===== config.mk =====
export PLATFORM = sky130hd
export DESIGN_NAME = spi_tx_fifo
export DESIGN_NICKNAME = d
export VERILOG_FILES = /design/src/rtl/spi_pkg.sv /design/src/rtl/spi_fifo_mem.sv /design/src/rtl/spi_tx_fifo.sv
export SDC_FILE = /design/constraint.sdc
export NUM_CORES = 1
export LEC_CHECK = 0
export BUFFER_PORTS_ARGS = -buffer_cell sky130_fd_sc_hd__buf_4
export CAP_MARGIN = 15
export CORE_MARGIN = 2
export CORE_UTILIZATION = 55
export CTS_CLUSTER_DIAMETER = 50
export DETAILED_ROUTE_END_ITERATION = 12
export PLACE_DENSITY_LB_ADDON = 0.08
export SYNTH_ARGS = -nofsm -noshare
export SYNTH_HDL_FRONTEND = slang
export SYNTH_SLANG_ARGS = --single-unit

===== constraint.sdc =====
create_clock -name clk -period 10.3 [get_ports clk]
set_input_delay 1.545 -clock clk [delete_from_list [all_inputs] [get_ports clk]]
set_output_delay 1.545 -clock clk [all_outputs]
set_load 0.1 [all_outputs]

===== src/rtl/spi_pkg.sv =====
// Shared SPI definitions: command word type and default TX FIFO sizing.
package spi_pkg;

  localparam int unsigned SPI_WORD_W        = 65;
  localparam int unsigned SPI_TX_FIFO_DEPTH = 16;

  typedef logic [SPI_WORD_W-1:0] spi_word_t;

endpackage


===== src/rtl/spi_fifo_mem.sv =====
// DEPTH x WIDTH register array: one synchronous write port, one asynchronous read port, no reset.
module spi_fifo_mem #(
  parameter int unsigned WIDTH = 65,
  parameter int unsigned DEPTH = 16,
  localparam int unsigned AW   = $clog2(DEPTH)
) (
  input  logic             clk,
  input  logic             we,
  input  logic [AW-1:0]    waddr,
  input  logic [WIDTH-1:0] wdata,
  input  logic [AW-1:0]    raddr,
  output logic [WIDTH-1:0] rdata
);

  logic [WIDTH-1:0] mem [DEPTH];

  always_ff @(posedge clk) begin
    if (we) mem[waddr] <= wdata;
  end

  assign rdata = mem[raddr];

endmodule


===== src/rtl/spi_tx_fifo.sv =====
// First-word-fall-through transmit buffer feeding the SPI master FIFO-TX port.
// Pointers, occupancy, sticky error flags and the registered head word live here.
module spi_tx_fifo
  import spi_pkg::*;
#(
  parameter int unsigned WIDTH = SPI_WORD_W,
  parameter int unsigned DEPTH = SPI_TX_FIFO_DEPTH,
  localparam int unsigned AW   = $clog2(DEPTH)
) (
  input  logic             clk,
  input  logic             reset,
  input  logic             push,
  input  logic [WIDTH-1:0] D_push,
  output logic             full,
  output logic             pndgn,
  output logic [WIDTH-1:0] D_pop,
  input  logic             pop,
  output logic [AW:0]      count,
  input  logic             clr_err,
  output logic             overflow,
  output logic             underflow
);

  localparam logic [AW:0] FULL_CNT = (AW+1)'(DEPTH);

  logic [AW-1:0]    wr_ptr;
  logic [AW-1:0]    rd_ptr;
  logic [AW-1:0]    rd_next;
  logic [AW:0]      count_next;
  logic [AW:0]      remain;
  logic [WIDTH-1:0] rdata;
  logic [WIDTH-1:0] dpop_next;
  logic             push_ok;
  logic             pop_ok;
  logic             drop;
  logic             starve;

  spi_fifo_mem #(
    .WIDTH(WIDTH),
    .DEPTH(DEPTH)
  ) u_mem (
    .clk  (clk),
    .we   (push_ok),
    .waddr(wr_ptr),
    .wdata(D_push),
    .raddr(rd_next),
    .rdata(rdata)
  );

  always_comb begin
    pop_ok  = pop && (count != '0);
    push_ok = push && ((count != FULL_CNT) || pop);
    drop    = push && (count == FULL_CNT) && !pop;
    starve  = pop && (count == '0);
    rd_next = pop_ok ? rd_ptr + AW'(1) : rd_ptr;
    remain  = count - (AW+1)'(pop_ok);

    count_next = count;
    case ({push_ok, pop_ok})
      2'b10:   count_next = count + (AW+1)'(1);
      2'b01:   count_next = count - (AW+1)'(1);
      default: count_next = count;
    endcase

    // If no older word survives this edge, the head is the word being written now;
    // it is not yet readable from the array, so load it from the write data.
    dpop_next = D_pop;
    if (remain == '0) begin
      if (push_ok) dpop_next = D_push;
    end else begin
      dpop_next = rdata;
    end
  end

  always_ff @(posedge clk or posedge reset) begin
    if (reset) begin
      wr_ptr    <= '0;
      rd_ptr    <= '0;
      count     <= '0;
      full      <= 1'b0;
      pndgn     <= 1'b0;
      overflow  <= 1'b0;
      underflow <= 1'b0;
      D_pop     <= '0;
    end else begin
      if (push_ok) wr_ptr <= wr_ptr + AW'(1);
      rd_ptr    <= rd_next;
      count     <= count_next;
      full      <= (count_next == FULL_CNT);
      pndgn     <= (count_next != '0);
      D_pop     <= dpop_next;
      overflow  <= drop   || (overflow  && !clr_err);
      underflow <= starve || (underflow && !clr_err);
    end
  end

endmodule


== Word level (Yosys, flattened, before mapping) ==
Memories as Yosys holds them, arrays and structs flattened.
Cells that the tools add are included.

* Word-level logic and storage cells: 42
* Output and inout port bits: 74
* Bits in latches: 0
* Register bits after elaboration: 82
* Memories: 1
* Bits in writable memories: 1,040
* Bits in read-only memories: 0

* Div/mod/pow operators: 0
* Multiply operators: 0
* Multiplexer cells: 6
* Eq/ne operators: 6
* $lt $le $gt $ge: 0
* Bitwise operators: 0
* Reductions and logical operators: 16
* Add/subtract/negate cells: 5
* Shifts and indexed selects: 0

{| class="wikitable"
|+ Memories
! name !! words !! bits a word !! rd ports !! clocked after Yosys merged registers in !! write ports !! RTL line !! RTL
|-
| u_mem.mem || 16 || 65 || 1 || 0 || 1 || spi_fifo_mem.sv:15 || <nowiki>logic [WIDTH-1:0] mem [DEPTH];</nowiki>
|}

{| class="wikitable"
|+ Operator list
! operator !! number
|-
| $mux W65 || 2
|-
| $eq A5 B5 Y1 const B || 2
|-
| $logic_not A5 Y1 || 2
|-
| $pmux W5 S2 || 1
|-
| $reduce_bool A5 Y1 || 2
|-
| $add A4 B1 Y4 const B || 2
|-
| $logic_and A1 B1 Y1 || 7
|-
| $add A5 B1 Y5 const B || 1
|-
| $ne A5 B5 Y1 const B || 1
|-
| $sub A5 B1 Y5 || 1
|-
| $sub A5 B1 Y5 const B || 1
|-
| $mux W4 || 1
|-
| $logic_or A1 B1 Y1 || 3
|-
| $eq A2 B1 Y1 const B || 1
|-
| $eq A2 B2 Y1 const B || 1
|-
| $logic_not A1 Y1 || 2
|-
| $mux W1 || 2
|-
| $ne A2 B2 Y1 const B || 1
|}

== Longest topological paths before layout ==
Gate-level depths: netlist of run 1.

* Word-level depth: 6
* Gate-level depth with buffers: 14
* Mapped depth without buffers: 11

== Cells and area by module ==
Synthesis of run 1 repeated with hierarchy kept, for this count alone.

* Cell total of the unflattened synthesis: 1,982
* Area total of the unflattened synthesis: 42,851.1 um^2

{| class="wikitable"
|+ Modules (own cells, without submodules)
! module !! area an instance (um^2) !! sequential area each (um^2) !! cells each !! times used
|-
| spi_fifo_mem || 38,938.6 || 31,230.0 || 1,608 || 1
|-
| spi_tx_fifo || 3,912.5 || 2,052.0 || 374 || 1
|}

== Least setup slack after synthesis of run 1 ==
Ideal clock, no wire load.

* Path kind: input to register
* Start point: input pop
* End point: memory u_mem.mem[3][0], enable pin
* Required time: 9,732 ps
* Stages on the path: 8
* Data arrival time: 7,214 ps
* Buffers on the path: 3
* Setup time: 568 ps
* Path slack: 2,519 ps
* Cells stage by stage: clkbuf_1 -> inv_1 -> nand4_1 -> and2_1 -> buf_2 -> buf_1 -> nand2_1 -> nor3_1

* Cells in the longest elaborated chain, start to end: 4

{| class="wikitable"
|+ Ends and longest elaborated chain
! element !! RTL line !! RTL
|-
| from (decl) || spi_tx_fifo.sv:17 || <nowiki>input logic pop,</nowiki>
|-
| $logic_or A1 B1 Y1 || spi_tx_fifo.sv:52 || <nowiki>push_ok = push && ((count != FULL_CNT) || pop);</nowiki>
|-
| $logic_and A1 B1 Y1 || spi_tx_fifo.sv:52 ||
|-
| $mux W1 || spi_fifo_mem.sv:18 || <nowiki>if (we) mem[waddr] <= wdata;</nowiki>
|-
| $mux W1 (implied by the code) || spi_fifo_mem.sv:18 ||
|-
| to (decl) || spi_fifo_mem.sv:15 ||
|}

No other way between the ends.

== Worst setup path in the final report of run 1 ==
* Start point: register rd_ptr[1]
* End point: register D_pop[3]

* Cells in the longest elaborated chain, start to end: 4

{| class="wikitable"
|+ Ends and longest elaborated chain
! element !! RTL line !! RTL
|-
| from (decl) || spi_tx_fifo.sv:27 || <nowiki>logic [AW-1:0] rd_ptr;</nowiki>
|-
| from (signal assigned) || spi_tx_fifo.sv:87 || <nowiki>rd_ptr <= rd_next;</nowiki>
|-
| $add A4 B1 Y4 || spi_tx_fifo.sv:55 || <nowiki>rd_next = pop_ok ? rd_ptr + AW'(1) : rd_ptr;</nowiki>
|-
| $mux W4 * || spi_tx_fifo.sv:55 ||
|-
| $mem_v2 Z16 W65 * || -- ||
|-
| $mux W65 * || spi_tx_fifo.sv:68 || <nowiki>if (remain == '0) begin</nowiki>
|-
| to (signal assigned) || spi_tx_fifo.sv:91 || <nowiki>D_pop <= dpop_next;</nowiki>
|-
| to (decl) || spi_tx_fifo.sv:16 || <nowiki>output logic [WIDTH-1:0] D_pop,</nowiki>
|}

Every way passes the cells marked *; elsewhere a longest branch is shown, timed or not.
A chain may end at the register's enable or synchronous reset.

==> flow_summary.ini, run 1 <==
[drt]
drc_errors = 0
routed_via_density = 7.13
drt_iter0_drc = 3865
avgRoutedWirePerCell_um = 32.3
first_pass_iters = 5
vias = 32600
wirelength_mm = 148
final_antenna_net_count = 0

[worst_setup_path]
crit_path_end_kind = flip-flop
reg2reg_from = rd_ptr[1]$_DFF_PP0_
worstPathMaxFanout = 99
crit_start = rd_ptr[1]$_DFF_PP0_
cp_data_required_time_ns = 10.94
cp-start-kind = flip-flop
crit_type = reg2reg
critPathArrivalTime_ns = 6.41

[clock_network]
cts.sinks = 1122
cts-resized-gates = 0
cts_tree = built
post_cts_buffers = 0
cts_buffers = 130
insertion_delay_ns = 0.73
htreeDepth = 4
postCtsHoldBufs = 0
cts_root_buf = clkbuf_16
path_clk_slew_ns = 0.05
cts_buffer_depth = 3

[placement]
dpl.cell_count = 4337
port_buffers = 143
dp_hpwl_mm = 72.9
dpl_cell_area_mm2 = 0.0556
gp_congestion = 0.790
post-place-ws_ns = 4.44

[sta]
clock_skew_ns = 0.0220
hold_viol_final = 0
worst_pin_slew_ns = 1.29
setup_ws_ns = 4.53
rsz0062_at_grt = no
fmaxAchievable_mhz = 173
hold_slack_ns = 0.645
period_needed_ns = 5.77
fin_crit_sh_pct = 56.0
tns_ns = 0
slew_headroom_pct = 13.8
setup_viol = 0
drv_slew = 0

[finish]
stdcell_area_mm2 = 0.0598
area.growth.synth_to_final_pct = 12.2
drive_above_1_share_pct = 29.2
diodes = 0
fin_util_pct = 62.1
finalNonFillerCells = 4575
final_nets = 3271

[yosys]
synth_area_mm2 = 0.0533
ys_seq_elements = 1122
synthMostInstantiatedCell = edfxtp_1
avgSynthCellArea_um2 = 17.0
yosys_warnings = 0
synth_area_leaders = edfxtp_1 (59%), mux4_2 (22%), dfrtp_1 (3.8%)
synthArstFlopShare_pct = 7.31
synth-main-ff-cell = edfxtp_1
yosysSeqAreaShare_pct = 62.4
syn_nets = 3211
synthCells = 3134
synth_edf_count = 1040
synth_cell_types = 46
synth.largest_area_cell = edfxtp_1
synth_top_area_share_pct = 58.6
synth_commonest_cells = edfxtp_1 (1040), mux4_2 (520), nand2_1 (209)

[global_routing]
grt_pass1_vias = 33600
grt_overflow = 0
grt_pass1_wl_mm = 218
grt_max_degree = 166
track_usage_pct = 30.1
antenna_found_initial = 4

[pwr]
power_mw = 19.4
clock_power_share_pct = 23.4
p_leak_nw = 19.6
sequentialPowerShare_pct = 31.7
irDropWorstVdd_mv = 0.301
p_switching_mw = 7.48
intPower_mw = 11.9
share_comb_of_total_power_pct = 44.9
sw_frac_of_total_pct = 38.7
powerDensity_mw_per_mm2 = 323

[die]
core-area_mm2 = 0.0964
die_area_mm2 = 0.0994
die_y_um = 315
start_util_pct = 55.3
die_x_um = 315
boundaryPins = 144
rows = 114

[outcome]
outcome = finished clean

[worst_hold_path]
min_path_type = reg2reg
holdCritStartpoint = wr_ptr[1]$_DFFE_PP0P_

[run]
drv_cap = 0
[cell families (layout without fill, tap and decap cells)]
group / after synthesis / in the layout / share of synthesized area, %
mux: 589 / 589 / 23.3
flops: 1122 / 1122 / 62.4
simple gates: 508 / 508 / 4.17
buf+inv: 363 / 528 / 2.73
compound gates: 533 / 533 / 7.05
fa+ha+maj: 7 / 7 / 0.164
xor+xnor: 12 / 12 / 0.197
[state kept, by name, indices dropped and copies added, names as in the netlist]
signal	count
count	5
D_pop	65
overflow	1
pndgn	1
wr_ptr	4
u_mem.mem	1040
full	1
rd_ptr	4
underflow	1
[final timing paths]
path	end	slack, ns	cells past startpoint
setup / recovery	D_pop[3]$_DFFE_PP0P_	4.53	8
setup reg to reg	D_pop[3]$_DFFE_PP0P_	4.53	8
min in group asynchronous	D_pop[28]$_DFFE_PP0P_	1.08	2
hold / removal	wr_ptr[3]$_DFFE_PP0P_	0.65	2
hold reg to reg	wr_ptr[3]$_DFFE_PP0P_	0.65	2
max in group asynchronous	rd_ptr[0]$_DFF_PP0_	7.86	3
[placed cells by master (no fill, tap or decap), types with 7 or more instances in the layout]
cell type  instances
o21ai_0           29
a32o_1            64
inv_1             72
a22oi_1           65
o221ai_1          64
clkbuf_1          32
dfrtp_1           78
nand3_1          193
a21o_1            65
edfxtp_1        1040
mux2i_1           67
clkinv_2          21
o211ai_1          65
a21oi_1          132
mux4_2           520
clkinv_1          15
nand2_1          209
xnor2_1            8
buf_4            212
clkbuf_8          12
bufinv_16          7
nor2_4            13
nor2_1            69
o21ai_1           39
clkbuf_16        139
[worst max-delay path, cell delays in order, from the launching register on]
cell and delay, ns:
dfrtp_4 1.15, buf_12 0.74, and3_4 0.86, xnor2_1 0.29, and2_4 0.84, buf_4 1.06
nand2_1 0.15, a32o_1 0.32, a21oi_1 0.11
[power by group through the flow]
stage	clock network [mW]	registers, mW	logic (mW)
finish	4.54	6.13	8.68
floorplan	0	6.94	5.68
global placement	0	6.17	8.54
global route	4.76	6.19	9.22
CTS	4.60	6.13	8.67
detailed placement	0	6.22	8.64
[layout make-up]
cell class,count,area [µm²]
clock buffers,183,3760
clock inverters,54,464
fillers,7038,36600
inverters,75,289
multi-input cells,1649,18700
flip-flops and latches,1122,33300
well taps,1276,1600
repair buffers,216,1680
[routing by layer]
| metal | GRT usage (%) | wire length (µm) | up-vias |
|---|---|---|---|
| met5 | 0 | 48 | - |
| met4 | 8.63 | 3570 | 8 |
| met3 | 6.70 | 14500 | 270 |
| met2 | 48.2 | 71400 | 1828 |
| met1 | 42.1 | 58000 | 17300 |
| li1 | - | - | 13200 |
No activity file was read; power rests on OpenSTA's default activity.
==> run 2, diff against run 1 <==
==> constraint.sdc (replaced) <==
create_clock -name clk -period 5.5 [get_ports clk]
set_input_delay 0.825 -clock clk [delete_from_list [all_inputs] [get_ports clk]]
set_output_delay 0.825 -clock clk [all_outputs]
set_load 0.1 [all_outputs]
==> run 2 against run 1 <==
Sequential cell count unchanged. Die area did not move. Clock power increased by 84%. Non-clock buffer count unchanged. Sequential share of layout area decreased by 0.15 points. Register-to-register slack worse by 3.0 ns. Core utilization increased by 0.17 points. Worst setup slack got worse by 3.0 ns. Largest power group unchanged. Highest routed layer unchanged.
==> flow_summary.ini, run 2 (synthesized netlist as in run 1, its figures left out) <==
[finish]
drive_above_1_share_pct = 29.0
stdcell_area_mm2 = 0.0600
reg.largest.list = u_mem.mem: 1040 flops, D_pop: 65 flops, count: 5 flops
regArea_mm2 = 0.0333
multi_input_area_mm2 = 0.0188
fill_cells = 6962
layout_common_cells = edfxtp_1 (1040), mux4_2 (520), nand2_1 (209)
fin_util_pct = 62.2
area.growth.synth_to_final_pct = 12.5
mostFrequentLayoutCell = edfxtp_1
final_nets = 3271
finalNonFillerCells = 4576
regMostFlops = u_mem.mem
largest_reg_flops = 1040

[worst_setup_path]
r2r_slack_ns = 1.58
critPathArrivalTime_ns = 4.53
crit_path_end_kind = flip-flop
crit_start = count[0]$_DFF_PP0_
cp-start-kind = flip-flop
rr_worst_depth = 7
crit_type = reg2reg
cp_data_required_time_ns = 6.11
reg2reg_from = count[0]$_DFF_PP0_
worstPathMaxFanout = 91
timing.rr.end = pndgn$_DFF_PP0_

[clock_network]
postCtsHoldBufs = 0
path_clk_slew_ns = 0.06
cts.sinks = 1122
cts_buffers = 130
post_cts_buffers = 0
cts_tree = built
cts_root_buf = clkbuf_16
htreeDepth = 4
cts-resized-gates = 0
insertion_delay_ns = 0.74
cts_buffer_depth = 3

[die]
boundaryPins = 144
start_util_pct = 55.3
core-area_mm2 = 0.0964
die_y_um = 315
rows = 114
die_x_um = 315
die_area_mm2 = 0.0994

[drt]
final_antenna_net_count = 0
first_pass_iters = 5
routed_via_density = 7.18
avgRoutedWirePerCell_um = 32.2
wirelength_mm = 147
vias = 32900
drc_errors = 0
drt_iter0_drc = 4208

[outcome]
outcome = finished clean

[sta]
fin_crit_sh_pct = 71.3
hold_viol_final = 0
fmaxAchievable_mhz = 255
rsz0062_at_grt = no
worst_pin_slew_ns = 1.26
period_needed_ns = 3.92
slew_headroom_pct = 15.7
drv_slew = 0
clock_skew_ns = 0.0257
setup_viol = 0

[global_routing]
antenna_found_initial = 9
grt_pass1_vias = 33500
track_usage_pct = 30.1
grt_max_degree = 197
grt_overflow = 0
grt_pass1_wl_mm = 219

[run]
drv_cap = 0

[pwr]
irDropWorstVdd_mv = 0.586
p_leak_nw = 19.6
powerDensity_mw_per_mm2 = 606

[placement]
port_buffers = 143
dpl_cell_area_mm2 = 0.0559
dpl.cell_count = 4338
dp_hpwl_mm = 74.4
gp_congestion = 0.801

[worst_hold_path]
min_path_type = in2async
-- run 2: changes by cell type in the layout (fill, tap and decap cells not counted), sizes merged --
cell | previous run | this run
clkinv | 39 | 35
diode | 0 | 4
clkbuf | 183 | 179
clkinvlp | 3 | 7
inv | 80 | 81
-- run 2: area by class of cell --
cell class | instances | share of cell area (%)
Clock inverter | 55 | 0.820
Multi-Input combinational cell | 1649 | 31.3
Clock buffer | 179 | 6.06
Inverter | 75 | 0.482
Sequential cell | 1122 | 55.5
Timing Repair Buffer | 216 | 3.18
Tap cell | 1276 | 2.66
Antenna cell | 4 | 0.0167
-- run 2: worst max path at each step --
stage	to	slack (ns)	depth (start not counted)
after floorplan	u_mem.mem[7][0]$_DFFE_PP_	-0.001	8
after global placement	pndgn$_DFF_PP0_	1.76	7
after detailed placement	pndgn$_DFF_PP0_	1.57	7
after CTS	pndgn$_DFF_PP0_	1.62	7
after global routing	pndgn$_DFF_PP0_	1.42	7
final	pndgn$_DFF_PP0_	1.58	7
-- run 2: metrics by stage --
stage / power (mW) / hold slack (ns) / worst slack (ns) / setup TNS, ns
floorplan: 23.6 / 0.528 / -0.00122 / -0.0790
global placement: 27.9 / 0.538 / 1.76 / 0
detailed placement: 28.1 / 0.583 / 1.57 / 0
CTS: 36.5 / 0.0968 / 1.62 / 0
global route: 37.9 / 0.124 / 1.42 / 0
finish: 36.4 / 0.120 / 1.58 / 0
-- run 2: critical path: stages, from the launching register on --
cell	delay [ns]
dfrtp_1	0.51
or4_4	0.82
o21ai_4	0.31
inv_6	0.34
ha_1	0.57
o41ai_1	0.56
xor2_1	0.16
or4b_1	0.50
-- run 2: metal layers --
metal,wire (µm),track usage [%],vias up
li1,-,-,13200
met1,56200,41.3,17400
met2,71900,48.1,1900
met3,15200,7.50,320
met4,4120,9.78,14
met5,85,0,-
-- run 2: power breakdown --
part	leakage, nW	internal (mW)	switching [mW]
logic	7.30	6.75	9.86
registers	10.3	10.5	0.888
clock network	2.00	4.96	3.41
